===== src/rtl/cipher_frame_ctrl_if.sv =====
// Signal bundle between the frame sequencer and its UART, decrypt-core and display neighbours.
// master = sequencer side, slave = surrounding top-level side.
interface cipher_frame_ctrl_if;
   logic        rx_valid;
   logic [7:0]  rx_byte;
   logic [63:0] dec_in;
   logic        dec_start;
   logic [63:0] dec_out;
   logic [31:0] disp_data;
   logic        disp_en;
   logic        tx_en;
   logic [63:0] tx_data;
   logic        tx_busy;
   logic [15:0] frame_cnt;
   logic [7:0]  drop_cnt;
   // Test hook: presets frame_cnt to FFFF so counter wrap can be exercised quickly.
   logic        frame_cnt_load;

   modport master (
      input  rx_valid, rx_byte, dec_out, tx_busy, frame_cnt_load,
      output dec_in, dec_start, disp_data, disp_en, tx_en, tx_data, frame_cnt, drop_cnt
   );

   modport slave (
      output rx_valid, rx_byte, dec_out, tx_busy, frame_cnt_load,
      input  dec_in, dec_start, disp_data, disp_en, tx_en, tx_data, frame_cnt, drop_cnt
   );
endinterface


===== src/rtl/cipher_frame_ctrl.sv =====
// Assembles 8 UART bytes into a cipher block, captures plaintext DEC_WAIT cycles later, optionally echoes it.
// Latency: capture at E+DEC_WAIT after the 8th byte; tx_en waits on tx_busy; bytes arriving outside COLLECT are dropped.
module cipher_frame_ctrl #(
   parameter int CLK_FREQ        = 100_000_000,
   parameter int BYTE_TIMEOUT_US = 1000,
   parameter int DEC_WAIT        = 2,
   parameter int ECHO            = 1
) (
   input  logic               sys_clk,
   input  logic               sys_rst_n,
   cipher_frame_ctrl_if.master bus
);

   localparam int TIMEOUT_CYC = CLK_FREQ / 1_000_000 * BYTE_TIMEOUT_US;
   localparam int TO_W        = (TIMEOUT_CYC > 1) ? $clog2(TIMEOUT_CYC) : 1;
   localparam logic [TO_W-1:0] TO_LAST   = TO_W'(TIMEOUT_CYC - 1);
   localparam logic [7:0]      WAIT_LAST = 8'(DEC_WAIT - 1);

   typedef enum logic [1:0] {
      COLLECT = 2'd0,
      DECRYPT = 2'd1,
      SEND    = 2'd2,
      TX_WAIT = 2'd3
   } state_t;

   state_t          state;
   state_t          state_nxt;

   logic [55:0]     shreg;
   logic [2:0]      byte_cnt;
   logic [TO_W-1:0] to_cnt;
   logic [7:0]      wait_cnt;
   logic [1:0]      guard_cnt;
   logic [63:0]     result;
   logic [63:0]     dec_in_q;
   logic            dec_start_q;
   logic            disp_en_q;
   logic [15:0]     frame_cnt_q;
   logic [7:0]      drop_cnt_q;

   logic            accept_byte;
   logic            frame_done;
   logic            timeout_hit;
   logic            capture;
   logic            drop_byte;
   logic            tx_fire;

   always_ff @(posedge sys_clk) begin
      if (!sys_rst_n) begin
         state <= COLLECT;
      end else begin
         state <= state_nxt;
      end
   end

   always_comb begin
      state_nxt   = state;
      accept_byte = 1'b0;
      frame_done  = 1'b0;
      timeout_hit = 1'b0;
      capture     = 1'b0;
      drop_byte   = 1'b0;
      tx_fire     = 1'b0;
      case (state)
         COLLECT: begin
            // An arriving byte takes precedence over a timeout expiring on the same edge.
            if (bus.rx_valid) begin
               accept_byte = 1'b1;
               if (byte_cnt == 3'd7) begin
                  frame_done = 1'b1;
                  state_nxt  = DECRYPT;
               end
            end else if (byte_cnt != 3'd0 && to_cnt == TO_LAST) begin
               timeout_hit = 1'b1;
            end
         end
         DECRYPT: begin
            drop_byte = bus.rx_valid;
            if (wait_cnt == WAIT_LAST) begin
               capture   = 1'b1;
               state_nxt = (ECHO != 0) ? SEND : COLLECT;
            end
         end
         SEND: begin
            drop_byte = bus.rx_valid;
            if (!bus.tx_busy) begin
               tx_fire   = 1'b1;
               state_nxt = TX_WAIT;
            end
         end
         TX_WAIT: begin
            drop_byte = bus.rx_valid;
            // tx_busy is only trusted after two guard cycles, giving the sender time to raise it.
            if (guard_cnt == 2'd2 && !bus.tx_busy) begin
               state_nxt = COLLECT;
            end
         end
         default: state_nxt = COLLECT;
      endcase
   end

   always_ff @(posedge sys_clk) begin
      if (!sys_rst_n) begin
         shreg       <= '0;
         byte_cnt    <= '0;
         to_cnt      <= '0;
         wait_cnt    <= '0;
         guard_cnt   <= '0;
         result      <= '0;
         dec_in_q    <= '0;
         dec_start_q <= 1'b0;
         disp_en_q   <= 1'b0;
         frame_cnt_q <= '0;
         drop_cnt_q  <= '0;
      end else begin
         if (accept_byte) begin
            shreg    <= {shreg[47:0], bus.rx_byte};
            byte_cnt <= byte_cnt + 3'd1;
            to_cnt   <= '0;
         end else if (timeout_hit) begin
            byte_cnt <= '0;
            to_cnt   <= '0;
         end else if (state == COLLECT && byte_cnt != 3'd0) begin
            to_cnt <= to_cnt + TO_W'(1);
         end

         if (frame_done) begin
            dec_in_q <= {shreg, bus.rx_byte};
         end
         dec_start_q <= frame_done;

         if (state == DECRYPT) begin
            wait_cnt <= wait_cnt + 8'd1;
         end else begin
            wait_cnt <= '0;
         end

         if (state != TX_WAIT) begin
            guard_cnt <= '0;
         end else if (guard_cnt != 2'd2) begin
            guard_cnt <= guard_cnt + 2'd1;
         end

         if (capture) begin
            result      <= bus.dec_out;
            disp_en_q   <= 1'b1;
            frame_cnt_q <= frame_cnt_q + 16'd1;
         end
         if (bus.frame_cnt_load) begin
            frame_cnt_q <= 16'hFFFF;
         end

         if ((drop_byte || timeout_hit) && drop_cnt_q != 8'hFF) begin
            drop_cnt_q <= drop_cnt_q + 8'd1;
         end
      end
   end

   assign bus.dec_in    = dec_in_q;
   assign bus.dec_start = dec_start_q;
   assign bus.disp_data = result[31:0];
   assign bus.disp_en   = disp_en_q;
   assign bus.tx_data   = result;
   assign bus.tx_en     = tx_fire;
   assign bus.frame_cnt = frame_cnt_q;
   assign bus.drop_cnt  = drop_cnt_q;

endmodule


===== src/flat_wrapper.sv =====
// flat-port wrapper written by rule: the top's interface ports become plain ports
module cipher_frame_ctrl_flat 
#(
   parameter int CLK_FREQ        = 100_000_000,
   parameter int BYTE_TIMEOUT_US = 1000,
   parameter int DEC_WAIT        = 2,
   parameter int ECHO            = 1
)
  (sys_clk, sys_rst_n, bus_rx_valid, bus_rx_byte, bus_dec_out, bus_tx_busy, bus_frame_cnt_load, bus_dec_in, bus_dec_start, bus_disp_data, bus_disp_en, bus_tx_en, bus_tx_data, bus_frame_cnt, bus_drop_cnt);
  cipher_frame_ctrl_if bus_i ();
  input  logic sys_clk;
  input  logic sys_rst_n;
  input wire logic [$bits(bus_i.rx_valid)-1:0] bus_rx_valid;
  input wire logic [$bits(bus_i.rx_byte)-1:0] bus_rx_byte;
  input wire logic [$bits(bus_i.dec_out)-1:0] bus_dec_out;
  input wire logic [$bits(bus_i.tx_busy)-1:0] bus_tx_busy;
  input wire logic [$bits(bus_i.frame_cnt_load)-1:0] bus_frame_cnt_load;
  output wire logic [$bits(bus_i.dec_in)-1:0] bus_dec_in;
  output wire logic [$bits(bus_i.dec_start)-1:0] bus_dec_start;
  output wire logic [$bits(bus_i.disp_data)-1:0] bus_disp_data;
  output wire logic [$bits(bus_i.disp_en)-1:0] bus_disp_en;
  output wire logic [$bits(bus_i.tx_en)-1:0] bus_tx_en;
  output wire logic [$bits(bus_i.tx_data)-1:0] bus_tx_data;
  output wire logic [$bits(bus_i.frame_cnt)-1:0] bus_frame_cnt;
  output wire logic [$bits(bus_i.drop_cnt)-1:0] bus_drop_cnt;
  assign bus_i.rx_valid = bus_rx_valid;
  assign bus_i.rx_byte = bus_rx_byte;
  assign bus_i.dec_out = bus_dec_out;
  assign bus_i.tx_busy = bus_tx_busy;
  assign bus_i.frame_cnt_load = bus_frame_cnt_load;
  assign bus_dec_in = bus_i.dec_in;
  assign bus_dec_start = bus_i.dec_start;
  assign bus_disp_data = bus_i.disp_data;
  assign bus_disp_en = bus_i.disp_en;
  assign bus_tx_en = bus_i.tx_en;
  assign bus_tx_data = bus_i.tx_data;
  assign bus_frame_cnt = bus_i.frame_cnt;
  assign bus_drop_cnt = bus_i.drop_cnt;
  cipher_frame_ctrl #(.CLK_FREQ(CLK_FREQ), .BYTE_TIMEOUT_US(BYTE_TIMEOUT_US), .DEC_WAIT(DEC_WAIT), .ECHO(ECHO)) u_core (.sys_clk(sys_clk), .sys_rst_n(sys_rst_n), .bus(bus_i));
endmodule

===== config.mk =====
export PLATFORM = sky130hd
export DESIGN_NAME = cipher_frame_ctrl_flat
export DESIGN_NICKNAME = d
export VERILOG_FILES = /design/src/rtl/cipher_frame_ctrl_if.sv /design/src/rtl/cipher_frame_ctrl.sv /design/src/flat_wrapper.sv
export SDC_FILE = /design/constraint.sdc
export NUM_CORES = 1
export LEC_CHECK = 0
export BUFFER_PORTS_ARGS = -buffer_cell sky130_fd_sc_hd__buf_2
export CAP_MARGIN = 10
export CORE_AREA = 2 2 147 149
export CTS_CLUSTER_DIAMETER = 120
export DETAILED_ROUTE_END_ITERATION = 10
export DIE_AREA = 0 0 149 151
export GPL_ROUTABILITY_DRIVEN = 0
export PLACE_DENSITY = 0.71
export SYNTH_ARGS = -nofsm -noshare
export SYNTH_HDL_FRONTEND = slang
export SYNTH_SLANG_ARGS = --single-unit

===== constraint.sdc =====
create_clock -name sys_clk -period 2.4 [get_ports sys_clk]
set_input_delay 0.24 -clock sys_clk [delete_from_list [all_inputs] [get_ports sys_clk]]
set_output_delay 0.24 -clock sys_clk [all_outputs]
set_load 0.02 [all_outputs]

; Word-level counts from Yosys, hierarchy flattened
; Index checks and enable logic that the tools add are counted.
[op_classes]
add_sub_neg = 6
n_mul = 0
div_mod_pow = 0
order_cmp = 0
eq_ne = 15
shifts = 0
muxes = 23
bitwise = 1
n_reduce_logical = 15
[op_table]
columns = op, count
row1 = two-way mux 16 bit, 2
row2 = "adder 17 x 1 -> 17 bit, second input constant", 1
row3 = "== test 17 bit, second input constant", 1
row4 = "adder 16 x 1 -> 16 bit, second input constant", 1
row5 = "adder 8 x 1 -> 8 bit, second input constant", 2
row6 = two-way mux 1 bit, 13
row7 = two-way mux 2 bit, 5
row8 = "== test 8 x 1 -> 1 bit, second input constant", 1
row9 = "!= test 2 bit, second input constant", 4
row10 = "!= test 8 bit, second input constant", 1
row11 = one-hot mux 2 bit (4 select lines), 1
row12 = "== test 2 bit, second input constant", 3
row13 = two-way mux 3 bit, 2
row14 = "!= test 2 x 1 -> 1 bit, second input constant", 3
row15 = OR reduction 3 bit, 2
row16 = AND reduction 5 bit, 1
row17 = logical AND 1 bit, 4
row18 = nonzero test 2 bit, 2
row19 = "adder 3 x 1 -> 3 bit, second input constant", 1
row20 = "== test 3 bit, second input constant", 1
row21 = nonzero test 3 bit, 1
row22 = "adder 2 x 1 -> 2 bit, second input constant", 1
row23 = "== test 2 x 1 -> 1 bit, second input constant", 1
row24 = zero test 2 bit, 1
row25 = 5 further kinds, 5
[totals]
register_bits = 242
latchBits = 0
ramBits = 0
rom_bits = 0
inputBits = 77
word_cells = 72
mem_count = 0

; Longest topological paths before layout
; Gate-level depths: netlist (run 1).
[depth]
word_depth = 7
ltp_mapped = 10
mapped_depth_nobuf = 7

; Worst setup path after synthesis (run 1)
; Ideal clock, no wire load.
[synth_path]
kind = flip-flop to flip-flop
start = register u_core.byte_cnt[0]
end = register u_core.to_cnt[15]
t_arrival_ns = 1.734
path_slack_ns = 0.549
stages_incl_launch_ff = 9
synth_period_minus_slack_ns = 1.851
cell_sequence = dfxtp_1 inv_1 ha_1 nor2b_1 or4b_1 clkbuf_1 nor3_1 xnor2_1 nor2_1
[synth_via]
elab_chain_cells = 6
elab_cells_between_ends = 7
cone_classes = mux (3) / reduce/logical (4)
[synth_lines]
columns = item, line_no
row1 = start: declaration, cipher_frame_ctrl.sv:30  ; logic [2:0] byte_cnt;
row2 = start signal: assignment, cipher_frame_ctrl.sv:118  ; byte_cnt <= byte_cnt + 3'd1;
row3 = nonzero test 3 bit (*), "cipher_frame_ctrl.sv:73, cipher_frame_ctrl.sv:123"
row4 = logical AND 1 bit, cipher_frame_ctrl.sv:73  ; end else if (byte_cnt != 3'd0 && to_cnt == TO_LAST) begin
row5 = two-way mux 1 bit, cipher_frame_ctrl.sv:73
row6 = two-way mux 1 bit, cipher_frame_ctrl.sv:67  ; if (bus.rx_valid) begin
row7 = two-way mux 1 bit, cipher_frame_ctrl.sv:64  ; case (state)
row8 = OR reduction 3 bit (no source line), -
row9 = end signal: assignment, cipher_frame_ctrl.sv:124  ; to_cnt <= to_cnt + TO_W'(1);
row10 = end: declaration, cipher_frame_ctrl.sv:31  ; logic [TO_W-1:0] to_cnt;
; Every way passes the cells marked *; elsewhere a longest branch is shown, timed or not.
; A chain may end at the register's enable or synchronous reset.

; Worst setup path in the final report (run 1)
[layout_path]
start = register u_core.byte_cnt[0]
end = register u_core.drop_cnt_q[3] (netlist: u_core.bus.drop_cnt[3])
[layout_via]
elab_chain_cells = 7
[layout_lines]
columns = item, line_no
row1 = nonzero test 3 bit, cipher_frame_ctrl.sv:73
row2 = logical AND 1 bit, cipher_frame_ctrl.sv:73
row3 = two-way mux 1 bit, cipher_frame_ctrl.sv:73
row4 = two-way mux 1 bit, cipher_frame_ctrl.sv:67
row5 = two-way mux 1 bit, cipher_frame_ctrl.sv:64
row6 = logical OR 1 bit, cipher_frame_ctrl.sv:153  ; if ((drop_byte || timeout_hit) && drop_cnt_q != 8'hFF) begin
row7 = logical AND 1 bit, cipher_frame_ctrl.sv:153
row8 = end signal: assignment, cipher_frame_ctrl.sv:154  ; drop_cnt_q <= drop_cnt_q + 8'd1;
row9 = end: declaration, cipher_frame_ctrl.sv:39  ; logic [7:0] drop_cnt_q;
; No other way between the ends.

==> results.py, run 1 <==
metrics = {
    "worst_setup_path": {
        "reg2reg_to": "u_core.bus.drop_cnt[3]$_SDFFE_PN0P_",
        "crit_slowest_cell": "or4_1",
        "crit_type": "reg -> reg",
        "cpPeakStageDelay_ps": 510,
        "crit_required_ps": 2840,
        "cp.arrival_ps": 2470,
        "endpoint_kind": "flip-flop",
        "timing.rr.start": "u_core.byte_cnt[0]$_SDFFE_PN0P_",
        "worstPathCellList": "inv_1 > ha_1 > nor2b_1 > nor3_2 > a21oi_2 > or4_1 > a21oi_1",
        "cp-start-kind": "flip-flop",
        "worst-r2r-cell-count": 7,
        "crit_fanout": 15,
        "r2r_setup_slack_ps": 370,
    },
    "detailed_routing": {
        "wl_microns": 25400,
        "wire_per_inst_microns": 14.9,
        "first_iter_violations": 413,
        "dr_total_vias": 8539,
        "antenna_left": 0,
        "vias_per_cell": 5.00,
        "drcViolationCount": 0,
        "first_pass_iters": 5,
    },
    "place": {
        "port_buffers": 263,
        "place_hpwl_microns": 16000,
        "dp_cells": 1592,
    },
    "synth": {
        "yosys.area_share.simple": 0.233,
        "synth_area_sq_mm": 0.00927,
        "synth_edf_count": 0,
        "ys_seq_area_frac": 0.523,
        "synth_adder_area_share": 0.0175,
        "synth_top_family_by_area": "simple AND/OR/NAND/NOR gates",
        "synth_ff_type": "dfxtp_1",
        "synthXorXnorAreaFrac": 0.0350,
        "synth_mux_area_frac": 0.00324,
        "ys_seq_elements": 242,
        "synth.distinct_cells": 41,
        "synth_fp_nets": 1233,
        "async_flop_share": 0,
        "syn_inst": 1143,
        "avgSynthCellArea_sq_um": 8.11,
        "synth_compound_area_frac": 0.125,
        "ys.warnings.count": 0,
    },
    "hold_path": {
        "min_from": "sys_rst_n",
        "timing.hold.worst_path_depth": 3,
        "min_delay_worst_endpoint": "u_core.bus.drop_cnt[6]$_SDFFE_PN0P_",
        "hold_path_class": "in -> reg",
    },
    "pwr": {
        "cell_internal_pwr_uw": 6570,
        "p_comb_frac": 0.048,
        "power.leakage_uw": 0.00498,
        "p_sw_frac": 0.219,
        "power_density_mw_per_mm2": 693,
        "power.switching_uw": 1850,
        "clkPwrFrac": 0.466,
        "seqPwrFrac": 0.486,
        "ir_drop_uv": 508,
    },
    "sta": {
        "max_clock_freq_mhz": 492,
        "worst_pin_slew_ps": 747,
        "clock_skew_ps": 19.3,
        "hold_viol": 0,
        "rsz0062_at_grt": "false",
        "final.min_clock_period_ps": 2030,
        "finalSetupViolations": 0,
        "drv_slew": 0,
        "period_share": 0.848,
        "fin_setup_tns_ps": 0,
        "slew_headroom": 0.500,
    },
    "clock_tree": {
        "tritoncts": "done",
        "cts.sinks": 242,
        "cts_buffers": 26,
        "clk-insertion-delay-late_ps": 530,
        "ctsRootBufferMaster": "clkbuf_16",
        "cts_buffer_depth": 3,
        "path_clk_slew_ps": 60,
        "htreeDepth": 1,
    },
    "grt": {
        "grt_use_total": 0.212,
        "antenna_found_initial": 0,
        "grt_pass1_vias": 7901,
        "grt_pass1_wl_microns": 39300,
        "grt-ovfl-total": 0,
        "grt_start_max_net_pins": 75,
    },
    "die": {
        "die_h_microns": 151,
        "die_x_microns": 149,
        "core_area_sq_mm": 0.0208,
        "row_count": 53,
        "die_area_sq_mm": 0.0225,
        "start_util": 0.445,
        "ios": 264,
    },
    "job": {
        "maxCapViolCount": 0,
    },
    "layout": {
        "drive_gt1_frac": 0.232,
        "fin_cells": 1709,
        "post-route-util": 0.584,
        "diodes": 0,
        "fill_cells": 1824,
        "nets": 1507,
        "area_growth_pct": 31.1,
    },
    "outcome": {
        "outcome": "finished, final reports clean",
    },
}
[registers in the layout, indices dropped and copies added (netlist names)]
register              count
u_core.bus.dec_in        64
u_core.bus.disp_en        1
u_core.bus.frame_cnt     16
u_core.bus.dec_start      1
u_core.to_cnt            17
u_core.byte_cnt           3
u_core.guard_cnt          2
u_core.bus.drop_cnt       8
u_core.shreg             56
u_core.wait_cnt           8
u_core.state              2
u_core.bus.tx_data       64
[metrics by stage]
stage               power [uW]  setup WS, ps  hold WS [ps]  cell area, sq um
floorplan                 4340           549           376              9270
global placement          4480           316           439             10600
detailed placement        4490           250           445             10600
CTS                       8510           237          68.0             12200
global route              8730           208          86.0             12200
finish                    8420           365          80.2             12200
[power by group through the flow]
stage                     Sequential [uW]  Combinational, uW  Clock (uW)
after floorplan                      4200                145           0
after global placement               4180                304           0
after detailed placement             4180                304           0
after CTS                            4090                397        4020
after global routing                 4100                435        4200
final                                4090                402        3930
[synth_stat cells (all sizes together), types with 7 or more instances]
cell type | number | area share
a21oi | 211 | 0.11
xnor2 | 20 | 0.019
nand3 | 26 | 0.014
ha | 13 | 0.018
dfxtp | 242 | 0.52
nand4 | 7 | 0.0047
inv | 11 | 0.0045
clkbuf | 48 | 0.019
xor2 | 17 | 0.016
nor2 | 40 | 0.016
buf | 56 | 0.040
nand2 | 389 | 0.16
nor3 | 9 | 0.0054
[final cells by class]
type,instances,area [sq um],area share
inverter,11,46.3,0.00381
sequential,242,4840,0.398
clock inverter,12,133,0.0109
multi-input combinational,786,3850,0.317
timing repair buffer,350,2220,0.183
clock buffer,33,717,0.0590
tap,275,344,0.0283
[worst max-delay path, delay by kind of cell, from the launching register on]
family                   cells  cell delay (ps)
AO/OA/AOI/OAI                2              370
AND/OR/NAND/NOR              3             1000
flip-flops                   1              350
buffers and inverters        1               60
adder cells (fa/ha/maj)      1              190
[kinds of logic (layout without fill, tap and decap cells)]
group | after synthesis | after routing
buffers and inverters | 115 | 406
XOR/XNOR | 37 | 37
AND/OR/NAND/NOR | 508 | 508
flip-flops | 242 | 242
adder cells (fa/ha/maj) | 13 | 13
multiplexers | 3 | 3
AO/OA/AOI/OAI | 225 | 225
[per-layer routing]
| layer | up-vias | global-route usage | part of all wire |
|---|---|---|---|
| met3 | 55 | 0.0563 | 0.080 |
| met4 | 0 | 0.0705 | 0.029 |
| met2 | 285 | 0.369 | 0.48 |
| met1 | 3935 | 0.254 | 0.41 |
| met5 | - | 0 | 0 |
| li1 | 4264 | - | - |
[layout by cell type, fill, tap and decap left out, types with 2 or more instances in the layout]
master,instances
nor2b_1,5
buf_12,6
nor2_1,40
mux2i_1,3
clkinv_2,6
o21ai_0,3
clkbuf_1,3
nor4b_1,2
xnor2_1,20
buf_4,9
nand4_1,7
nor4_4,3
ha_1,13
or4_1,5
clkinvlp_4,2
bufinv_16,2
nor4_1,2
o31ai_1,5
xor2_1,17
and3_1,5
nand3_1,26
nor3_1,8
buf_2,263
clkbuf_16,26
inv_1,10
nand2_2,2
nand2_1,387
clkbuf_8,4
dfxtp_1,242
and4_1,5
a21oi_1,210
dlygate4sd3_1,72
[how the worst max path moves through the flow]
stage | end | startpoint | slack (ps) | cells after the start
6_report | u_core.bus.drop_cnt[3]$_SDFFE_PN0P_ | u_core.byte_cnt[0]$_SDFFE_PN0P_ | 370 | 7
5_1_grt | u_core.bus.drop_cnt[5]$_SDFFE_PN0P_ | u_core.byte_cnt[0]$_SDFFE_PN0P_ | 210 | 7
4_1_cts | u_core.bus.drop_cnt[3]$_SDFFE_PN0P_ | u_core.byte_cnt[0]$_SDFFE_PN0P_ | 240 | 7
3_5_place_dp | u_core.bus.drop_cnt[3]$_SDFFE_PN0P_ | u_core.byte_cnt[0]$_SDFFE_PN0P_ | 250 | 7
3_3_place_gp | u_core.bus.drop_cnt[3]$_SDFFE_PN0P_ | u_core.byte_cnt[0]$_SDFFE_PN0P_ | 320 | 7
2_1_floorplan | u_core.to_cnt[15]$_SDFFE_PP0P_ | u_core.byte_cnt[0]$_SDFFE_PN0P_ | 550 | 8
[what timing repair did]
action / 4_1_cts / 5_1_grt
gates resized for setup: 0 / 1
setup buffers: 0 / 0
hold endpoints to repair: 80 / 0
hold buffers: 72 / 0
setup endpoints to repair: 0 / 1
Note: power is estimated with default switching activity, not from simulation.
==> run 2, diff against run 1 <==
ABC_AREA = 1   (was unset)
CORE_AREA = 2 2 150 152   (was 2 2 147 149)
DIE_AREA = 0 0 152 154   (was 0 0 149 151)
PLACE_DENSITY = 0.73   (was 0.71)
clock period = 1.7 ns   (was 2.4 ns; I/O delays follow)
==> run 2 against run 1 <==
Net effect: sequential share of layout area decreased by 2.3 points; clock power rose by 53%; utilization increased by 1.1 points; worst hold slack better by 78 ps; first-iteration DRC count up 68%; flip-flop and latch count is the same; critical endpoint is now bus_tx_en.
==> results.py, run 2 <==
metrics = {
    "detailed_routing": {
        "antenna_left": 0,
        "first_iter_violations": 692,
        "drcViolationCount": 0,
        "dr_total_vias": 9388,
        "vias_per_cell": 5.00,
        "wire_per_inst_microns": 14.8,
        "first_pass_iters": 6,
        "wl_microns": 27700,
    },
    "clock_tree": {
        "cts_buffers": 26,
        "clk-insertion-delay-late_ps": 530,
        "cts.sinks": 242,
        "path_clk_slew_ps": 60,
        "tritoncts": "done",
        "htreeDepth": 1,
        "cts_buffer_depth": 3,
        "ctsRootBufferMaster": "clkbuf_16",
    },
    "synth": {
        "synthXorXnorAreaFrac": 0.0108,
        "synth_compound_area_frac": 0.145,
        "synth_ff_type": "dfxtp_1",
        "async_flop_share": 0,
        "yosysTopAreaCellShare": 0.500,
        "synth_most_common_cell": "nor2_1",
        "syn_inst": 1276,
        "ys_top_cells_by_count": "nor2_1 (244), dfxtp_1 (242), nand2_1 (189), o21ai_0 (140), a21oi_1 (102)",
        "synth_mux_area_frac": 0,
        "synth_fp_nets": 1366,
        "ys_seq_elements": 242,
        "ys_seq_area_frac": 0.500,
        "synth_edf_count": 0,
        "synth_top_area_cell": "dfxtp_1",
        "yosys.area_share.simple": 0.237,
        "synth_adder_area_share": 0.0168,
        "synth.distinct_cells": 33,
        "yosys-top-cells-area": "dfxtp_1 (50%), nor2_1 (9.5%), nand2_1 (7.3%), o21ai_0 (7.2%), a21oi_1 (5.3%)",
        "avgSynthCellArea_sq_um": 7.59,
        "synth_area_sq_mm": 0.00969,
        "synth_top_family_by_area": "simple AND/OR/NAND/NOR gates",
        "ys.warnings.count": 0,
    },
    "sta": {
        "fin_setup_tns_ps": 0,
        "hold_viol": 0,
        "rsz0062_at_grt": "false",
        "clock_skew_ps": 25.4,
        "worst_pin_slew_ps": 573,
        "finalSetupViolations": 0,
        "max_clock_freq_mhz": 611,
        "slew_headroom": 0.618,
        "final.min_clock_period_ps": 1640,
        "period_share": 0.963,
        "drv_slew": 0,
    },
    "die": {
        "ios": 264,
        "die_x_microns": 152,
        "row_count": 54,
        "die_area_sq_mm": 0.0234,
        "start_util": 0.447,
        "core_area_sq_mm": 0.0217,
        "die_h_microns": 154,
    },
    "worst_setup_path": {
        "worstPathCellList": "inv_4 > ha_2 > inv_1 > nor2_4 > buf_6",
        "crit_required_ps": 1530,
        "crit_family": "flip-flops",
        "cp-start-kind": "flip-flop",
        "cp.arrival_ps": 1470,
        "reg2reg_to": "u_core.bus.drop_cnt[1]$_SDFFE_PN0P_",
        "worst-r2r-cell-count": 10,
        "crit_slowest_cell": "dfxtp_4",
        "endpoint_kind": "output pin",
        "timing.rr.start": "u_core.byte_cnt[0]$_SDFFE_PN0P_",
        "cpPeakStageDelay_ps": 360,
        "crit_type": "reg -> out",
        "crit_fanout": 4,
        "r2r_setup_slack_ps": 120,
        "path_buf_inv": 3,
    },
    "hold_path": {
        "timing.hold.worst_path_depth": 4,
        "min_from": "bus_rx_valid",
        "min_delay_worst_endpoint": "u_core.byte_cnt[1]$_SDFFE_PN0P_",
        "hold_path_class": "in -> reg",
    },
    "grt": {
        "antenna_found_initial": 0,
        "grt_start_max_net_pins": 77,
        "grt_pass1_vias": 8909,
        "grt_pass1_wl_microns": 45000,
        "grt-ovfl-total": 0,
        "grt_use_total": 0.228,
    },
    "layout": {
        "drive_gt1_frac": 0.244,
        "fin_cells": 1876,
        "nets": 1666,
        "area_growth_pct": 33.2,
        "final_cell_mix": "buf_2 (261), nor2_1 (241), dfxtp_1 (240)",
        "diodes": 0,
        "layout_commonest_cell": "buf_2",
    },
    "place": {
        "port_buffers": 263,
        "place_hpwl_microns": 17800,
        "dp_cells": 1749,
    },
    "pwr": {
        "fin_total_pwr_uw": 15100,
        "power_density_mw_per_mm2": 1170,
        "power.leakage_uw": 0.00563,
        "ir_drop_uv": 819,
    },
    "job": {
        "maxCapViolCount": 0,
    },
    "outcome": {
        "outcome": "finished, final reports clean",
    },
}
run 2: metal layers:
metal  global-route usage  routed length [microns]
met5                    0                        0
met2                0.389                    13000
met3               0.0490                     1700
met4               0.0846                     1080
met1                0.283                    11900
run 2: cell type report:
type / instances / area [sq um]
fill: 1898 / 8780
timing repair buffer: 371 / 2420
tap: 280 / 350
inverter: 85 / 332
clock inverter: 15 / 198
multi-input combinational: 850 / 4020
clock buffer: 33 / 737
sequential: 242 / 4850
run 2: cells by family after synthesis:
group,Yosys count
AO/OA/AOI/OAI,272
buffers and inverters,184
AND/OR/NAND/NOR,553
XOR/XNOR,12
adder cells (fa/ha/maj),13
flip-flops,242
run 2: through the flow:
stage / area [sq um] / utilization / hold WS [ps] / worst slack (ps)
global route: 12900 / 0.595 / 185 / 8.14
global placement: 11100 / 0.511 / 379 / 27.2
floorplan: 9690 / - / 273 / 112
finish: 12900 / 0.595 / 158 / 63.7
CTS: 12800 / 0.589 / 104 / 2.62
detailed placement: 11100 / 0.511 / 386 / -33.8
run 2: worst max-delay path by stage:
stage                                         from  depth (start not counted)                             endpoint  slack, ps
5_1_grt               u_core.state[1]$_SDFFE_PN0P_                          4                            bus_tx_en          8
3_3_place_gp          u_core.state[0]$_SDFFE_PN0P_                          6        u_core.shreg[55]$_SDFFE_PN0P_         30
2_1_floorplan  u_core.bus.drop_cnt[0]$_SDFFE_PN0P_                          7  u_core.bus.drop_cnt[7]$_SDFFE_PN0P_        110
6_report              u_core.state[0]$_SDFFE_PN0P_                          5                            bus_tx_en         60
3_5_place_dp          u_core.state[0]$_SDFFE_PN0P_                          6        u_core.shreg[54]$_SDFFE_PN0P_        -30
4_1_cts            u_core.byte_cnt[0]$_SDFFE_PN0P_                         11       u_core.to_cnt[16]$_SDFFE_PP0P_          3
run 2: report_power, final:
group	switching, uW	internal [uW]
sequential	398	6260
clock	2350	3690
combinational	1490	912
run 2: what timing repair did:
action	in CTS	in global routing
endpoints found under the setup margin	10	77
hold endpoints to repair	87	0
buffers inserted	0	3
resized for setup	5	26
pin swaps	0	6
hold buffers	74	0
cloned	0	2
run 2: worst reg2reg max path, cell delays in order (launching register included):
cell,delay (ps)
dfxtp_2,360
inv_1,50
ha_1,200
nand2_1,80
nand2_2,70
nor2_2,120
nand3_2,140
nand2_4,170
nand2_2,130
nand2_1,80
a21oi_1,60
